### config.mk
export PLATFORM = sky130hd
export DESIGN_NAME = fetch_stage
export DESIGN_NICKNAME = d
export VERILOG_FILES = /design/src/rtl/riscv_pkg.sv /design/src/rtl/fetch_buffer.sv /design/src/rtl/fetch_stage.sv
export SDC_FILE = /design/constraint.sdc
export NUM_CORES = 1
export LEC_CHECK = 0
export ABC_AREA = 1
export CAP_MARGIN = 20
export CORE_ASPECT_RATIO = 0.9
export CORE_MARGIN = 2
export CORE_UTILIZATION = 35
export DETAILED_ROUTE_END_ITERATION = 8
export PLACE_DENSITY = 0.69
export SYNTH_ARGS = -nofsm -noshare
export SYNTH_HDL_FRONTEND = slang
export SYNTH_SLANG_ARGS = --single-unit
### constraint.sdc
create_clock -name clk -period 10.8 [get_ports clk]
set_input_delay 1.08 -clock clk [delete_from_list [all_inputs] [get_ports clk]]
set_output_delay 1.08 -clock clk [all_outputs]
set_load 0.01 [all_outputs]
### src/rtl/riscv_pkg.sv
// Shared core constants and the fetch buffer payload type.
package riscv_pkg;
  localparam int XLEN = 32;
  localparam logic [XLEN-1:0] NOP_INSTR        = 32'h0000_0013;
  localparam logic [XLEN-1:0] DEFAULT_RESET_PC = 32'h0000_0000;

  typedef struct packed {
    logic [XLEN-1:0] instr;
    logic [XLEN-1:0] pc;
  } fetch_entry_t;
endpackage

### src/rtl/fetch_buffer.sv
// Small circular instruction buffer of {instr, pc} with push, pop and flush.
module fetch_buffer
  import riscv_pkg::*;
#(
  parameter int DEPTH = 2
) (
  input  logic                         clk,
  input  logic                         rst,
  input  logic                         push,
  input  logic                         pop,
  input  logic                         flush,
  input  fetch_entry_t                 wdata,
  output fetch_entry_t                 rdata,
  output logic [$clog2(DEPTH+1)-1:0]   count
);
  localparam int CNT_W = $clog2(DEPTH+1);
  localparam int PTR_W = (DEPTH > 1) ? $clog2(DEPTH) : 1;

  fetch_entry_t     mem [DEPTH];
  logic [PTR_W-1:0] rd_ptr, wr_ptr;
  logic             do_push, do_pop;

  function automatic logic [PTR_W-1:0] bump(input logic [PTR_W-1:0] p);
    return (p == PTR_W'(DEPTH-1)) ? '0 : p + PTR_W'(1);
  endfunction

  // A push into a full buffer is legal only when the head leaves in the same cycle.
  assign do_pop  = pop & (count != '0);
  assign do_push = push & ((count != CNT_W'(DEPTH)) | do_pop);
  assign rdata   = mem[rd_ptr];

  always_ff @(posedge clk)
    if (do_push && !flush) mem[wr_ptr] <= wdata;

  always_ff @(posedge clk or posedge rst) begin
    if (rst) begin
      rd_ptr <= '0;
      wr_ptr <= '0;
      count  <= '0;
    end else if (flush) begin
      rd_ptr <= '0;
      wr_ptr <= '0;
      count  <= '0;
    end else begin
      if (do_push) wr_ptr <= bump(wr_ptr);
      if (do_pop)  rd_ptr <= bump(rd_ptr);
      case ({do_push, do_pop})
        2'b10:   count <= count + CNT_W'(1);
        2'b01:   count <= count - CNT_W'(1);
        default: ;
      endcase
    end
  end
endmodule

### src/rtl/fetch_stage.sv
// Instruction fetch: PC sequencing, one-deep in-flight tracking, redirect kill,
// and a small decoupling buffer toward decode.
module fetch_stage
  import riscv_pkg::*;
#(
  parameter logic [31:0] RESET_PC  = DEFAULT_RESET_PC,
  parameter int          BUF_DEPTH = 2
) (
  input  logic        clk,
  input  logic        rst,
  output logic        imem_req,
  output logic [31:0] imem_addr,
  input  logic [31:0] imem_rdata,
  input  logic        redirect_valid,
  input  logic [31:0] redirect_pc,
  output logic        id_valid,
  input  logic        id_ready,
  output logic [31:0] id_instr,
  output logic [31:0] id_pc,
  output logic [31:0] id_pc_plus4
);
  localparam int CNT_W = $clog2(BUF_DEPTH+1);
  localparam logic [31:0] PC0 = RESET_PC & ~32'h3;

  logic [XLEN-1:0] pc, inflight_pc, last_pc;
  logic            inflight, kill;
  logic            push, pop;
  logic [CNT_W-1:0] count;
  logic [CNT_W:0]   occ;
  fetch_entry_t    head, wentry;
  logic            unused_lo;

  assign unused_lo = ^redirect_pc[1:0];

  // Requests are throttled so that every response always has a buffer slot.
  always_comb begin
    pop      = id_valid & id_ready & ~redirect_valid;
    occ      = {1'b0, count} + (CNT_W+1)'(inflight) - (CNT_W+1)'(pop);
    imem_req = ~rst & ~redirect_valid & (occ < (CNT_W+1)'(BUF_DEPTH));
    push     = inflight & ~kill & ~redirect_valid;
  end

  assign wentry      = '{instr: imem_rdata, pc: inflight_pc};
  assign imem_addr   = pc;
  assign id_valid    = (count != '0);
  assign id_instr    = id_valid ? head.instr : NOP_INSTR;
  assign id_pc       = id_valid ? head.pc : last_pc;
  assign id_pc_plus4 = id_pc + 32'd4;

  fetch_buffer #(.DEPTH(BUF_DEPTH)) u_buf (
    .clk   (clk),
    .rst   (rst),
    .push  (push),
    .pop   (pop),
    .flush (redirect_valid),
    .wdata (wentry),
    .rdata (head),
    .count (count)
  );

  always_ff @(posedge clk or posedge rst) begin
    if (rst) begin
      pc          <= PC0;
      inflight    <= 1'b0;
      inflight_pc <= PC0;
      kill        <= 1'b0;
      last_pc     <= PC0;
    end else begin
      // Kill covers the response slot right after a redirect that found a request outstanding.
      kill     <= redirect_valid & inflight;
      inflight <= imem_req;
      if (imem_req) inflight_pc <= pc;
      if (redirect_valid)  pc <= {redirect_pc[31:2], 2'b00};
      else if (imem_req)   pc <= pc + 32'd4;
      if (id_valid) last_pc <= head.pc;
    end
  end
endmodule

# Yosys cells after proc, flatten, opt, wreduce, memory -nomap -nowiden
# Memories as Yosys holds them, arrays and structs flattened.
# Cells that the tools add are included.
# op_classes
n_addsub,8
n_mul,0
div_mod_pow,0
order_cmp,1
eq_ne,3
shifts,0
muxes,14
n_bitwise,13
n_reduce_logical,7
# ops
cell,n
32-bit two-way mux,4
"32-bit by 3-bit adder with 32-bit output, second input constant",2
1-bit AND,9
1-bit two-way mux,8
2-bit nonzero test,4
2-bit case mux with 2 select lines,1
2-bit by 1-bit adder with 3-bit output,1
"3-bit by 2-bit less-than comparator with 1-bit output, second input constant",1
1-bit NOT,3
3-bit nonzero test,1
3-bit by 1-bit subtractor with 3-bit output,1
"1-bit adder, second input constant",2
"2-bit by 1-bit adder with 2-bit output, second input constant",1
"2-bit by 1-bit == test with 1-bit output, second input constant",1
"2-bit == test, second input constant",1
2-bit two-way mux,1
"2-bit != test, second input constant",1
"2-bit by 1-bit subtractor with 2-bit output, second input constant",1
1-bit logical AND,1
1-bit logical NOT,1
1-bit OR,1
# word_totals
reg_bits,102
latchBits,0
mem_bits_rw,128
mem_bits_ro,0
in_bits,68
out_inout_bits,130
elab_cells,55
n_memories,1
# memory_table
name,words,word_bits,rd,rd_ports_with_merged_regs,wr,line_no,rtl
u_buf.mem,2,64,1,0,1,fetch_buffer.sv:19,fetch_entry_t mem [DEPTH];

# Depth between registers and ports, before layout
# Gate-level depths: netlist of run 1.
# logic_depth
word_depth,9
depth_mapped,17
ltp_nobuf,15

# By module
# Synthesis of run 1 repeated with hierarchy kept, for this count alone.
# hier_totals
hier_cells,1051
area_unflattened_um2,10958.0
# by_module_without_submodules
mod,instances,cells_per_inst,area_per_inst_um2,seq_area_each_um2
fetch_stage,1,814,5938.2,2352.3
fetch_buffer,1,237,5019.8,3943.8

# Worst setup path before layout of run 1
# OpenSTA, ideal clock, no wires.
# synth_timing
path_kind,input to output
start,input port rst
end,output port imem_req
arrival_time_ns,4.080
required_time_ns,9.720
path_slack_ns,5.640
cell_stages,7
n_path_buf,2
cell_sequence,inv_1 -> nand2_1 -> nor2_1 -> nand2_1 -> buf_2 -> clkinv_1 -> clkbuf_1
# synth_between
elab_chain_len,3
# synth_lines
element,line_no,rtl
"start, declared",fetch_stage.sv:10,"input logic rst,"
1-bit NOT,fetch_stage.sv:39,imem_req = ~rst & ~redirect_valid & (occ < (CNT_W+1)'(BUF_DEPTH));
1-bit AND (2 in a row),fetch_stage.sv:39,
"end, declared",fetch_stage.sv:11,"output logic imem_req,"
# Every way passes these cells.

# Worst setup path after layout of run 1
# layout_timing
start,input port redirect_valid
end,output port imem_req
# layout_between
elab_chain_len,5
word_cells_on_any_way,6
cone_classes,add/sub: 1; order compare: 1; bitwise: 4
# layout_lines
element,line_no,rtl
"start, declared",fetch_stage.sv:14,"input logic redirect_valid,"
1-bit NOT *,"fetch_stage.sv:37, fetch_stage.sv:39",
1-bit AND,fetch_stage.sv:37,pop = id_valid & id_ready & ~redirect_valid;
3-bit by 1-bit subtractor with 3-bit output,fetch_stage.sv:38,"occ = {1'b0, count} + (CNT_W+1)'(inflight) - (CNT_W+1)'(pop);"
3-bit by 2-bit less-than comparator with 1-bit output,fetch_stage.sv:39,
1-bit AND *,fetch_stage.sv:39,
# Mark *: on every way between the ends. The rest lies on a longest branch, timed or not.

==> results.toml, run 1 <==
[floorplanning]
fp.coreArea_um2 = 28900
rows = 59
initial_core_util = 0.356
die_h_um = 167
die-area_um2 = 30800
die_w_um = 185
io_pins = 198

[power_and_ir_drop]
pwr-share-seq = 0.327
total_power_mw = 3.86
p_leak_nw = 5.53
p_per_area_nw_per_um2 = 288
pwr-share-comb = 0.445
clkPwrFrac = 0.228
worst_ir_drop_vdd_uv = 123
p_sw_frac = 0.379
internal-power_mw = 2.40
p_sw_mw = 1.46

[global_route]
grt_pass1_wl_um = 42700
grt_pass1_vias = 7759
grt_max_degree = 68
track_usage = 0.174
grt-ovfl-total = 0
antenna_found_initial = 0

[timing]
setup_tns_ns = 0
slew-limit-headroom = 0.356
hold_violations = 0
rsz0062_at_grt = "false"
skew_ns = 0.0219
fmax_ghz = 0.153
finalCritPeriodShare = 0.604
drv_slew = 0
setup_viol = 0
worstMarginPinSlew_ns = 0.960
period_needed_ns = 6.53

[synthesis]
synth_warnings = 0
yosysSeqAreaShare = 0.600
syn_area_per_cell_um2 = 9.16
syn_area_um2 = 10300
yosys_register_bits = 222
ys_types = 38
syn_inst = 1124

[flow_run]
drv_cap = 0

[cells_and_area]
postLayoutCoreUtil = 0.463
n_fill_cell = 2799
multiInputGateArea_um2 = 3600
ff_latch_area_um2 = 6180
antenna_cells = 0
finalNetCount = 1377
syn_to_final_growth_pct = 30.0
layout-drive-gt1-share = 0.0741
mostFrequentLayoutCells = "nand2_1, clkdlybuf4s50_1, edfxtp_1"
final_common_cell = "nand2_1"

[setup_path]
crit_type = "primary input to output port"
arrival_ns = 5.45
crit_fanout = 66
r2r_cells = 16
start_kind = "primary input"
worstSetupEndpointType = "output port"
crit_required_ns = 9.72

[placed_design]
hpwl_um = 18100
port_buffers = 193
globalplace.congestion = 0.875

[routing]
vias_per_cell = 4.71
vias = 8087
drtAntennaViolNets = 0
first_pass_iters = 5
drtIter0Drc = 704
drcViolationCount = 0
wl_per_cell_um = 15.5
wl_um = 26600

[cts]
cts_setup_buffers = 0
cts_tree = "built"
clockBufferDepth = 3
clockRootBuffer = "clkbuf_16"
clk_pin_slew_ns = 0.06
cts.sinks = 222
cts_made_buffers = 23
htreeDepth = 1
cts_resized = 0
clock_latency_ns = 0.51
ctsHoldBuffers = 0

[worst_hold_path]
hp-class = "register to register"
hold_depth = 2

[run_status]
status = "finished clean"
power by group through the flow:
stage               registers [mW]  clock network (mW)  logic [mW]
finish                        1.26               0.879        1.72
global route                  1.28               0.937        1.89
CTS                           1.26               0.899        1.74
detailed placement            1.27                   0        1.73
global placement              1.26                   0        1.70
floorplan                     1.24                   0       0.928
logic make-up after synthesis:
kind of cell,synth area share
xor gates and xnor gates,0.0289
buffers and inverters,0.0531
adders and majority gates,0.00559
other,0.000364
AOI/OAI and AO/OA,0.0456
DFF,0.600
and+or+nand+nor,0.267
final timing paths:
| check | endpoint | start | slack, ns |
|---|---|---|---|
| worst max register to register | imem_addr[21]$_DFFE_PP0P_ | u_buf.count[1]$_DFFE_PP0P_ | 6.10 |
| max in group asynchronous | u_buf.rd_ptr$_DFFE_PP0P_ | rst | 8.58 |
| worst min-delay path | kill$_DFF_PP0_ | inflight$_DFF_PP0_ | 0.46 |
| worst max-delay path | imem_req | redirect_valid | 4.27 |
| worst min register to register | kill$_DFF_PP0_ | inflight$_DFF_PP0_ | 0.46 |
| min in group asynchronous | imem_addr[17]$_DFFE_PP0P_ | rst | 0.92 |
synthesized netlist by cell type, drive strengths merged:
library cell	number	share of area
nand2	494	0.19
edfxtp	124	0.36
dfrtp	98	0.24
nor2	92	0.038
inv	70	0.026
nand3	54	0.026
a21oi	30	0.015
o21ai	30	0.015
buf	28	0.020
xor2	28	0.024
clkbuf	16	0.0058
nand4	13	0.0079
o221ai	7	0.0060
nor3	6	0.0034
o211ai	6	0.0044
xnor2	6	0.0051
o21bai	5	0.0036
ha	3	0.0036
or2	3	0.0018
clkinv	2	0.00073
nand3b	2	0.0015
nor4	2	0.0012
o2111ai	2	0.0017
conb	1	0.00036
fa	1	0.0019
o31ai	1	0.00073
area by class of cell:
type / instances / area share
inverter: 72 / 0.0209
clock buffer: 31 / 0.0506
tap: 396 / 0.0370
timing repair buffer: 199 / 0.148
multi-input combinational: 787 / 0.269
clock inverter: 11 / 0.0136
sequential: 222 / 0.461
critical path, stage by stage:
cell	delay, ns
clkdlybuf4s50_1	0.45
buf_4	0.34
nor2_1	0.13
ha_1	0.28
or2_2	0.31
fa_1	0.44
nand2_1	0.09
nor2_1	0.06
nand2_2	0.08
buf_4	0.48
clkinv_1	0.94
clkdlybuf4s50_1	0.74
layer usage:
layer	wire length (µm)	GRT usage
met5	0	0
met4	291	0.0266
met3	1930	0.0282
met2	11500	0.257
met1	12900	0.272
per-stage QoR:
stage / instances / area [µm²] / setup WS, ns / hold slack (ns)
floorplan: 1125 / 10300 / 5.64 / 0.436
global placement: 1676 / 12500 / 4.36 / 0.444
detailed placement: 1676 / 12500 / 4.33 / 0.449
CTS: 1718 / 13400 / 4.30 / 0.464
global route: 1718 / 13400 / 4.00 / 0.490
finish: 1718 / 13400 / 4.27 / 0.463
flip-flops by register name, indices dropped and copies added, names as in the netlist:
name,cells
u_buf.mem,124
kill,1
imem_addr,30
last_pc,32
inflight_pc,30
u_buf.rd_ptr,1
inflight,1
u_buf.wr_ptr,1
u_buf.count,2
Power figures use the tool's default switching activity.
==> run 2: changes to the inputs <==
Clock period 10.8 ns to 6.17 ns, I/O delays scaled along.
==> run 2 against run 1 <==
Combinational power grew 73%. Final cell count rose by 0.29%. First-iteration DRC count down 11%. Global-route usage about the same. Count of clock-buffer cells in the layout up 4. Hold slack improved by 0.0014 ns. Die area unchanged. Critical path depth unchanged. Wire length rose by 1.0%. Core utilization down 0.16 points. Worst setup slack lost 3.3 ns. Critical path type is now register to output port. Largest cell class unchanged.
==> results.toml, run 2 (synthesis results as in run 1) <==
[global_route]
grt-ovfl-total = 0
grt_max_degree = 68
track_usage = 0.174
antenna_found_initial = 0
grt_pass1_wl_um = 42600
grt_pass1_vias = 7686

[cts]
cts.sinks = 222
cts_setup_buffers = 0
cts_tree = "built"
clock_latency_ns = 0.52
clk_pin_slew_ns = 0.06
clockBufferDepth = 3
clockRootBuffer = "clkbuf_16"
ctsHoldBuffers = 0
cts_made_buffers = 25
cts_resized = 0
htreeDepth = 1

[floorplanning]
initial_core_util = 0.356
rows = 59
die_h_um = 167
io_pins = 198
die-area_um2 = 30800
fp.coreArea_um2 = 28900
die_w_um = 185

[cells_and_area]
postLayoutCoreUtil = 0.461
final_common_cell = "nand2_1"
finalNetCount = 1380
regMostFlops = "u_buf.mem"
syn_to_final_growth_pct = 29.5
antenna_cells = 0
largest_reg_flops = 124
mostFrequentLayoutCells = "nand2_1, clkdlybuf4s50_1, edfxtp_1"
layout-drive-gt1-share = 0.0739
reg_top3 = "u_buf.mem: 124 flops, last_pc: 32 flops"

[routing]
drcViolationCount = 0
drtIter0Drc = 630
drtAntennaViolNets = 0
vias_per_cell = 4.68
vias = 8062
wl_per_cell_um = 15.6
wl_um = 26900
first_pass_iters = 5

[setup_path]
cp_cell_sequence = "inv_2 -> nand2_4 -> nand2_1 -> nor2_1 -> ha_1 -> or2_2 -> fa_1 -> nand2_1 -> nor2_1 -> nand2_2 -> clkinv_1 -> clkdlybuf4s50_1"
cpLargestDelayFamily = "buffers and inverters"
crit_fanout = 50
path_depth = 12
start_kind = "register"
crit_required_ns = 5.55
crit_slowest_cell = "clkdlybuf4s50_1"
ff2ff_setup_slack_ns = 1.55
crit_buf_inv = 3
worstSetupEndpointType = "output port"
crit_type = "register to output port"
arrival_ns = 4.53
r2r_cells = 16
crit_path_max_incr_delay_ns = 0.73

[timing]
drv_slew = 0
period_needed_ns = 5.15
slew-limit-headroom = 0.390
setup_tns_ns = 0
fmax_ghz = 0.194
worstMarginPinSlew_ns = 0.912
setup_viol = 0
rsz0062_at_grt = "false"
skew_ns = 0.0184
hold_violations = 0
finalCritPeriodShare = 0.835

[power_and_ir_drop]
worst_ir_drop_vdd_uv = 223
p_per_area_nw_per_um2 = 498
p_leak_nw = 5.50

[run_status]
status = "finished clean"

[worst_hold_path]
hp-class = "register to register"
hold_depth = 0

[flow_run]
drv_cap = 0

[placed_design]
globalplace.congestion = 0.879
hpwl_um = 18400
port_buffers = 193
==> run 2: changes by cell type in the layout (fill, tap and decap cells not counted), moves of 2 or more <==
| cell | before | now |
|---|---|---|
| clkbuf_1 | 2 | 5 |
| clkinv_1 | 4 | 6 |
| clkinvlp_4 | 0 | 2 |
| inv_6 | 2 | 4 |
| clkinv_2 | 3 | 1 |
| bufinv_16 | 5 | 1 |
==> run 2: power by group <==
part / switching (mW) / internal (mW) / leakage, nW / total (mW)
registers: 0.276 / 1.95 / 2.34 / 2.23
logic: 1.71 / 1.27 / 2.77 / 2.98
clock network: 0.582 / 0.850 / 0.388 / 1.43
==> run 2: worst paths after layout <==
path                                                  start                         end
worst max register to register   u_buf.count[1]$_DFFE_PP0P_   imem_addr[21]$_DFFE_PP0P_
worst min register to register  inflight_pc[28]$_DFFE_PP0P_  u_buf.mem[0][28]$_DFFE_PP_
worst min-delay path            inflight_pc[28]$_DFFE_PP0P_  u_buf.mem[0][28]$_DFFE_PP_
worst max-delay path             u_buf.count[1]$_DFFE_PP0P_                    imem_req
max in group asynchronous                               rst    u_buf.rd_ptr$_DFFE_PP0P_
min in group asynchronous                               rst   imem_addr[14]$_DFFE_PP0P_
==> run 2: layout make-up <==
cell class / instances / area, µm²
clock inverter: 11 / 91.3
clock buffer: 35 / 713
inverter: 72 / 280
sequential: 222 / 6180
multi-input combinational: 787 / 3600
fill: 2746 / 15600
timing repair buffer: 200 / 1980
tap: 396 / 495
==> run 2: through the flow <==
step	hold WS, ns	total power [mW]	worst slack [ns]	instances	instance area (µm²)
6_report	0.465	6.64	1.02	1723	13300
5_1_grt	0.477	7.07	0.723	1723	13300
4_1_cts	0.467	6.71	0.953	1723	13300
3_5_place_dp	0.457	5.25	1.49	1677	12500
3_3_place_gp	0.444	5.19	1.54	1677	12500
2_1_floorplan	0.436	3.79	1.94	1125	10300
==> run 2: per-layer routing <==
metal | wire, µm | up-vias | global-route usage | part of all wire
met3 | 2050 | 38 | 0.0315 | 0.076
met5 | 0 | - | 0 | 0
li1 | - | 4011 | - | -
met4 | 481 | 0 | 0.0355 | 0.018
met1 | 13000 | 3696 | 0.267 | 0.48
met2 | 11400 | 317 | 0.255 | 0.42
==> run 2: worst reg2reg max path, stage by stage, from the launching register on <==
cell	delay, ns
dfrtp_1	0.45
inv_2	0.09
nand2_4	0.43
nand2_1	0.22
nor2_1	0.19
ha_1	0.26
or2_2	0.31
fa_1	0.48
nand2_1	0.05
nor2_1	0.11
nand2_2	0.07
buf_4	0.32
nand2_1	0.50
clkinv_1	0.62
nand2_1	0.19
nand3_1	0.08
o21bai_1	0.15
